===== src/rtl/capture_pkg.sv =====
// Shared widths and the writer state type for the capture memory writer.
package capture_pkg;

    localparam int unsigned WORD_BITS       = 256;
    localparam int unsigned WORD_BYTES      = 32;
    localparam int unsigned WORD_ADDR_SHIFT = 5;
    localparam int unsigned RING_W          = 24;
    localparam int unsigned COUNT_W         = 32;

    typedef enum logic [1:0] {
        IDLE  = 2'd0,
        RUN   = 2'd1,
        DRAIN = 2'd2
    } wr_state_t;

endpackage


===== src/rtl/capture_mem_writer_if.sv =====
// Avalon-MM write-master bundle between the capture writer and the SDRAM port.
interface capture_mem_writer_if
    import capture_pkg::*;
#(
    parameter int unsigned ADDR_W = 32
) ();

    logic [ADDR_W-1:0]    avm_address;
    logic                 avm_write;
    logic [WORD_BITS-1:0] avm_writedata;
    logic                 avm_waitrequest;

    modport master (
        output avm_address,
        output avm_write,
        output avm_writedata,
        input  avm_waitrequest
    );

    modport slave (
        input  avm_address,
        input  avm_write,
        input  avm_writedata,
        output avm_waitrequest
    );

endinterface


===== src/rtl/capture_word_fifo.sv =====
// Show-ahead synchronous word FIFO; the head is valid the cycle after a push.
module capture_word_fifo
    import capture_pkg::*;
#(
    parameter int unsigned DEPTH_LOG2 = 4,
    parameter int unsigned WIDTH      = WORD_BITS
) (
    input  logic                  clk,
    input  logic                  rst,
    input  logic                  flush,
    input  logic                  push,
    input  logic [WIDTH-1:0]      push_data,
    input  logic                  pop,
    output logic [WIDTH-1:0]      head,
    output logic                  full,
    output logic                  empty,
    output logic [DEPTH_LOG2:0]   count
);

    localparam int unsigned DEPTH = 1 << DEPTH_LOG2;
    localparam int unsigned PTR_W = DEPTH_LOG2;
    localparam int unsigned CNT_W = DEPTH_LOG2 + 1;

    logic [WIDTH-1:0] mem [DEPTH];
    logic [PTR_W-1:0] rd_q, rd_d, wr_q, wr_d;
    logic [CNT_W-1:0] cnt_q, cnt_d;
    logic             do_push, do_pop;

    assign full    = (cnt_q == CNT_W'(DEPTH));
    assign empty   = (cnt_q == '0);
    assign count   = cnt_q;
    assign head    = mem[rd_q];
    // Full/empty come from the current count, so a same-cycle pop never admits a push.
    assign do_push = push && !full && !flush;
    assign do_pop  = pop && !empty && !flush;

    always_comb begin
        rd_d  = rd_q;
        wr_d  = wr_q;
        cnt_d = cnt_q;
        if (flush) begin
            rd_d  = '0;
            wr_d  = '0;
            cnt_d = '0;
        end else begin
            if (do_push) wr_d = wr_q + PTR_W'(1);
            if (do_pop)  rd_d = rd_q + PTR_W'(1);
            cnt_d = cnt_q + CNT_W'(do_push) - CNT_W'(do_pop);
        end
    end

    always_ff @(posedge clk) begin
        if (rst) begin
            rd_q  <= '0;
            wr_q  <= '0;
            cnt_q <= '0;
        end else begin
            rd_q  <= rd_d;
            wr_q  <= wr_d;
            cnt_q <= cnt_d;
        end
    end

    always_ff @(posedge clk) begin
        if (do_push) mem[wr_q] <= push_data;
    end

endmodule


===== src/rtl/capture_mem_writer.sv =====
// Buffers capture words and writes them into a circular SDRAM ring via Avalon-MM.
module capture_mem_writer
    import capture_pkg::*;
#(
    parameter int unsigned FIFO_DEPTH_LOG2 = 4,
    parameter int unsigned ADDR_W          = 32
) (
    input  logic                   clk,
    input  logic                   rst,
    input  logic                   start,
    input  logic                   stop,
    input  logic [ADDR_W-1:0]      base_addr,
    input  logic [RING_W-1:0]      buf_words,
    input  logic                   in_valid,
    input  logic [WORD_BITS-1:0]   in_data,
    capture_mem_writer_if.master   avm,
    output logic                   busy,
    output logic                   wrapped,
    output logic                   overflow,
    output logic [COUNT_W-1:0]     words_written,
    output logic [RING_W-1:0]      wr_ptr
);

    localparam int unsigned FCNT_W = FIFO_DEPTH_LOG2 + 1;

    wr_state_t             state_q, state_d;
    logic [ADDR_W-1:0]     base_q, base_d;
    logic [RING_W-1:0]     buf_q, buf_d;
    logic [RING_W-1:0]     ptr_q, ptr_d;
    logic                  wrapped_q, wrapped_d;
    logic                  overflow_q, overflow_d;
    logic [COUNT_W-1:0]    words_q, words_d;

    logic                  fifo_flush, fifo_push, fifo_full, fifo_empty;
    logic [WORD_BITS-1:0]  fifo_head;
    logic [FCNT_W-1:0]     fifo_count;
    logic                  busy_c, write_c, accept_c;

    capture_word_fifo #(
        .DEPTH_LOG2 (FIFO_DEPTH_LOG2),
        .WIDTH      (WORD_BITS)
    ) u_fifo (
        .clk       (clk),
        .rst       (rst),
        .flush     (fifo_flush),
        .push      (fifo_push),
        .push_data (in_data),
        .pop       (accept_c),
        .head      (fifo_head),
        .full      (fifo_full),
        .empty     (fifo_empty),
        .count     (fifo_count)
    );

    assign busy_c   = (state_q != IDLE);
    assign write_c  = busy_c && !fifo_empty;
    assign accept_c = write_c && !avm.avm_waitrequest;

    // Address and data are pure functions of registered state, so they hold across stalls.
    assign avm.avm_write     = write_c;
    assign avm.avm_writedata = write_c ? fifo_head : '0;
    assign avm.avm_address   = base_q + (ADDR_W'(ptr_q) << WORD_ADDR_SHIFT);

    assign busy          = busy_c;
    assign wrapped       = wrapped_q;
    assign overflow      = overflow_q;
    assign words_written = words_q;
    assign wr_ptr        = ptr_q;

    always_comb begin
        state_d    = state_q;
        base_d     = base_q;
        buf_d      = buf_q;
        ptr_d      = ptr_q;
        wrapped_d  = wrapped_q;
        overflow_d = overflow_q;
        words_d    = words_q;
        fifo_flush = 1'b0;
        fifo_push  = 1'b0;

        unique case (state_q)
            IDLE: begin
                if (start && !stop && (buf_words != '0)) begin
                    state_d    = RUN;
                    base_d     = base_addr;
                    buf_d      = buf_words;
                    ptr_d      = '0;
                    wrapped_d  = 1'b0;
                    overflow_d = 1'b0;
                    words_d    = '0;
                    fifo_flush = 1'b1;
                end
            end
            RUN: begin
                fifo_push = in_valid;
                if (in_valid && fifo_full) overflow_d = 1'b1;
                if (stop) state_d = DRAIN;
            end
            DRAIN: begin
                if (fifo_count == '0) state_d = IDLE;
            end
            default: state_d = IDLE;
        endcase

        // Acceptance only happens while busy, so it never collides with the start clear.
        if (accept_c) begin
            words_d = words_q + COUNT_W'(1);
            if (ptr_q == buf_q - RING_W'(1)) begin
                ptr_d     = '0;
                wrapped_d = 1'b1;
            end else begin
                ptr_d = ptr_q + RING_W'(1);
            end
        end
    end

    always_ff @(posedge clk) begin
        if (rst) begin
            state_q    <= IDLE;
            base_q     <= '0;
            buf_q      <= '0;
            ptr_q      <= '0;
            wrapped_q  <= 1'b0;
            overflow_q <= 1'b0;
            words_q    <= '0;
        end else begin
            state_q    <= state_d;
            base_q     <= base_d;
            buf_q      <= buf_d;
            ptr_q      <= ptr_d;
            wrapped_q  <= wrapped_d;
            overflow_q <= overflow_d;
            words_q    <= words_d;
        end
    end

endmodule


===== src/flat_wrapper.sv =====
// flat-port wrapper written by rule: the top's interface ports become plain ports
module capture_mem_writer_flat import capture_pkg::*;
#(
    parameter int unsigned FIFO_DEPTH_LOG2 = 4,
    parameter int unsigned ADDR_W          = 32
)
  (clk, rst, start, stop, base_addr, buf_words, in_valid, in_data, busy, wrapped, overflow, words_written, wr_ptr, avm_avm_address, avm_avm_write, avm_avm_writedata, avm_avm_waitrequest);
  capture_mem_writer_if #(.ADDR_W(ADDR_W)) avm_i ();
  input  logic clk;
  input  logic rst;
  input  logic start;
  input  logic stop;
  input  logic [ADDR_W-1:0] base_addr;
  input  logic [RING_W-1:0] buf_words;
  input  logic in_valid;
  input  logic [WORD_BITS-1:0] in_data;
  output logic busy;
  output logic wrapped;
  output logic overflow;
  output logic [COUNT_W-1:0] words_written;
  output logic [RING_W-1:0] wr_ptr;
  output wire logic [$bits(avm_i.avm_address)-1:0] avm_avm_address;
  output wire logic [$bits(avm_i.avm_write)-1:0] avm_avm_write;
  output wire logic [$bits(avm_i.avm_writedata)-1:0] avm_avm_writedata;
  input wire logic [$bits(avm_i.avm_waitrequest)-1:0] avm_avm_waitrequest;
  assign avm_avm_address = avm_i.avm_address;
  assign avm_avm_write = avm_i.avm_write;
  assign avm_avm_writedata = avm_i.avm_writedata;
  assign avm_i.avm_waitrequest = avm_avm_waitrequest;
  capture_mem_writer #(.FIFO_DEPTH_LOG2(FIFO_DEPTH_LOG2), .ADDR_W(ADDR_W)) u_core (.clk(clk), .rst(rst), .start(start), .stop(stop), .base_addr(base_addr), .buf_words(buf_words), .in_valid(in_valid), .in_data(in_data), .avm(avm_i), .busy(busy), .wrapped(wrapped), .overflow(overflow), .words_written(words_written), .wr_ptr(wr_ptr));
endmodule

===== config.mk =====
export PLATFORM = sky130hd
export DESIGN_NAME = capture_mem_writer_flat
export DESIGN_NICKNAME = d
export VERILOG_FILES = /design/src/rtl/capture_pkg.sv /design/src/rtl/capture_mem_writer_if.sv /design/src/rtl/capture_word_fifo.sv /design/src/rtl/capture_mem_writer.sv /design/src/flat_wrapper.sv
export SDC_FILE = /design/constraint.sdc
export NUM_CORES = 2
export LEC_CHECK = 0
export CORE_MARGIN = 2
export CORE_UTILIZATION = 60
export DETAILED_ROUTE_END_ITERATION = 6
export GPL_TIMING_DRIVEN = 0
export PLACE_DENSITY = 0.81
export SYNTH_ARGS = -nofsm -noshare
export SYNTH_HDL_FRONTEND = slang
export SYNTH_SLANG_ARGS = --single-unit
export TNS_END_PERCENT = 20

===== constraint.sdc =====
create_clock -name clk -period 29.3 [get_ports clk]
set_input_delay 5.86 -clock clk [delete_from_list [all_inputs] [get_ports clk]]
set_output_delay 5.86 -clock clk [all_outputs]
set_load 0.005 [all_outputs]

==> impl_metrics.py <==
metrics = {
    "die": {
        "floorplan.core_area_um2": 270000,
        "design.die.area_um2": 275000,
        "start_util_pct": 60.1,
        "ioPinCount": 666,
        "die_h_um": 524,
        "placement_rows": 191,
        "die_width_um": 524,
    },
    "global_routing": {
        "grt_usage_pct": 35.4,
        "first_global_vias": 87700,
        "grt_max_degree": 25,
        "grt_overflow": 0,
        "grt_pass1_wl_um": 674000,
        "number_of_antenna_violations_at_the_first_check_in_global_routing": 126,
    },
    "clock_tree": {
        "cts.repair.resized": 0,
        "clk_transition_reported_paths_ns": 0.06,
        "clock_path_buffers": 4,
        "cts-buffers-inserted": 407,
        "clock-root-buffer": "sky130_fd_sc_hd__clkbuf_16",
        "postCtsSetupRepairBufs": 0,
        "cts_sinks": 4229,
        "tritoncts_clock_tree": "yes",
        "ctsHoldBuffers": 0,
        "clk-insertion-delay-late_ns": 0.97,
        "cts-htree-levels": 5,
    },
    "final_layout": {
        "areaGrowthSynthToFinish_pct": 18.6,
        "fillCellCount": 14200,
        "final_net_count": 8710,
        "mostFrequentLayoutCells": "sky130_fd_sc_hd__edfxtp_1 (4,096), sky130_fd_sc_hd__mux4_2 (1,280), sky130_fd_sc_hd__clkdlybuf4s50_1 (664)",
        "finalCoreUtilization_pct": 71.4,
        "layout_commonest_cell": "sky130_fd_sc_hd__edfxtp_1",
        "fraction_of_final_layout_cells_with_drive_strength_greater_than_1_pct": 26.0,
    },
    "synthesis": {
        "synth_seq_area_share_pct": 77.4,
        "synth-edff-count": 4096,
        "synth_flop_cell": "sky130_fd_sc_hd__edfxtp_1",
        "postSynth.asyncResetShare_pct": 0,
        "syn-cell-area_um2": 162000,
        "ys_ff_latch": 4229,
        "postSynthCellCount": 6967,
        "average_cell_area_after_synthesis_um2": 23.3,
        "synth.net_count": 7325,
        "synth.lib_cells_used.distinct": 72,
        "yosysWarnings": 0,
    },
    "critical_path": {
        "worst_setup_path_start_kind": "register",
        "worstPathMaxFanout": 10,
        "logic_depth_of_the_worst_register_to_register_path": 16,
        "cp.arrival_ns": 6.96,
        "critPathKind": "reg -> out",
        "r2r_end": "u_core.u_fifo.mem[3][128]",
        "reg2reg_from": "u_core.u_fifo.count[3]",
        "critPathCaptureType": "output port",
        "r2r_setup_slack_ns": 24.43,
        "worstPathRequired_ns": 23.44,
    },
    "sta": {
        "rsz0062_at_grt": "no",
        "max_slew_margin_pct": 0.440,
        "tightest_slew_ns": 1.49,
        "timing.final.max_slew_violations": 0,
        "clock_skew_ns": 0.0616,
        "post-route-min-period_ns": 12.82,
        "hold_violations": 0,
        "setup_viol": 0,
        "fin_setup_tns_ns": 0,
        "clock.fmax_mhz": 78.0,
        "worst_hold_slack_ns": 0.455,
        "period_share_pct": 43.8,
    },
    "drt": {
        "detailedRoute.firstIterationViolations": 14000,
        "wire_per_inst_um": 39.5,
        "drt-vias-per-instance": 7.10,
        "total_number_of_vias": 87800,
        "route.final.wire_length_um": 488000,
        "drc": 0,
        "route.antenna.remaining_nets": 0,
        "drt-pass1-iter-count": 6,
    },
    "hold_path": {
        "holdCritStartpoint": "u_core.base_q[4]",
        "min-delay-path-class": "reg -> reg",
        "number_of_cells_traversed_by_the_worst_hold_path": 2,
        "hold_path_sink": "u_core.base_q[4]",
    },
    "flow_run": {
        "max_cap_viol_count": 2,
    },
    "place": {
        "total_half_perimeter_wirelength_after_legalization_and_detailed_placement_um": 281000,
        "port-buffer-count": 664,
        "gp_congestion": 0.883,
    },
    "pwr": {
        "ir_drop_mv": 0.0568,
        "cellLeakagePower_nw": 58.7,
        "power_density_relative_to_cell_area_nw_per_um2": 65.4,
    },
    "status": {
        "violations_in_the_final_reports": "max-capacitance violations",
        "status": "complete, but fails checks",
    },
}
## Yosys cell counts (all sizes together), types with 3 or more instances
cell / count / area, um2
nor4: 25 / 156
nor2: 101 / 379
clkbuf: 294 / 1100
and3: 13 / 81.3
or3: 14 / 87.6
o311ai: 3 / 26.3
xor2: 23 / 201
a21oi: 95 / 475
a311oi: 6 / 52.6
or2: 8 / 50.1
nand3: 28 / 140
dfxtp: 133 / 2660
o2111ai: 3 / 26.3
o31ai: 8 / 65.1
mux2: 6 / 67.6
nor2b: 8 / 50.1
nand2b: 13 / 81.3
nor3: 22 / 110
a211oi: 10 / 75.1
or4: 6 / 52.6
inv: 32 / 120
o21ai: 34 / 170
buf: 76 / 324
o21bai: 5 / 37.5
nor3b: 4 / 30.0
and2: 259 / 1620
xnor2: 36 / 315
nand4: 14 / 87.6
mux4: 1280 / 28800
edfxtp: 4096 / 123000
o21a: 9 / 67.6
nor4b: 5 / 43.8
o211ai: 6 / 45.0
a22oi: 4 / 30.0
a21o: 19 / 143
a31oi: 9 / 56.3
a211o: 3 / 26.3
mux2i: 6 / 60.1
nand2: 180 / 676
ha: 38 / 475
## area by class of cell
class	instances	area (um2)	share of cell area, %
tap	3570	4470	2.32
antenna	85	213	0.110
buffer	370	1460	0.755
sequential	4229	126000	65.2
clock buffer	481	10600	5.48
timing repair buffer	976	11900	6.18
inverter	32	120	0.0623
clock inverter	275	2950	1.53
multi-input combinational	2336	35300	18.3
## worst max-delay path, cell delays in order, from the launching register on
cell and delay (ns):
sky130_fd_sc_hd__dfxtp_1 0.46, sky130_fd_sc_hd__clkbuf_1 0.40, sky130_fd_sc_hd__clkbuf_1 1.05, sky130_fd_sc_hd__clkbuf_1 1.16, sky130_fd_sc_hd__clkbuf_1 0.89, sky130_fd_sc_hd__mux4_2 0.67
sky130_fd_sc_hd__mux4_2 0.53, sky130_fd_sc_hd__and2_1 0.20, sky130_fd_sc_hd__clkdlybuf4s50_1 0.63
## cell families (layout without fill, tap and decap cells)
logic type	after synthesis	after routing	synth area share (%)
and+or+nand+nor	710	710	2.30
AOI/OAI and AO/OA	234	234	0.908
xor gates and xnor gates	60	60	0.332
muxes	1292	1292	17.8
adders and majority gates	40	40	0.317
DFF	4229	4229	77.4
buffers and inverters	402	2134	0.953
other	0	85	0
## state kept, by name (all words and copies together), names as in the netlist, named ones only
register / count
u_core.u_fifo.rd_q: 4
u_core.words_written: 32
u_core.base_q: 32
u_core.u_fifo.mem: 4096
u_core.u_fifo.count: 5
u_core.overflow: 1
u_core.state_q: 2
u_core.u_fifo.wr_q: 4
u_core.wrapped: 1
u_core.buf_q: 24
u_core.wr_ptr: 24
## routing by layer
| metal | up-vias | track usage (%) | part of all wire [%] |
|---|---|---|---|
| li1 | 32500 | - | - |
| met1 | 45500 | 45.4 | 33 |
| met2 | 8233 | 56.3 | 49 |
| met3 | 1465 | 9.13 | 12 |
| met4 | 78 | 19.5 | 6.2 |
| met5 | - | 0 | 0.10 |
## through the flow
step	power (mW)	instances	setup WS (ns)	cell area [um2]
after detailed placement	7.29	11500	17.75	179000
after global placement	7.29	11200	-18.93	174000
after global routing	12.8	12300	16.44	193000
after CTS	12.6	12300	16.59	192000
after floorplan	7.02	6967	4.41	162000
final	12.6	12400	16.48	193000
## power breakdown
part / switching, mW / total, mW / internal [mW] / leakage [nW]
logic: 0.300 / 0.531 / 0.231 / 14.3
clock network: 2.39 / 5.42 / 3.04 / 6.53
registers: 0.0101 / 6.66 / 6.65 / 37.9
total: 2.70 / 12.6 / 9.91 / 58.7
## how the worst max path moves through the flow
stage,from,end,slack (ns),cells after the start
2_1_floorplan,in_valid,u_core.u_fifo.mem[3][0],4.41,4
3_3_place_gp,in_valid,u_core.u_fifo.mem[0][129],-18.93,5
3_5_place_dp,register,avm_avm_writedata[201],17.75,8
4_1_cts,register,avm_avm_writedata[201],16.59,8
5_1_grt,register,avm_avm_writedata[244],16.44,8
6_report,register,avm_avm_writedata[232],16.48,8
No activity file was read; power rests on OpenSTA's default activity.
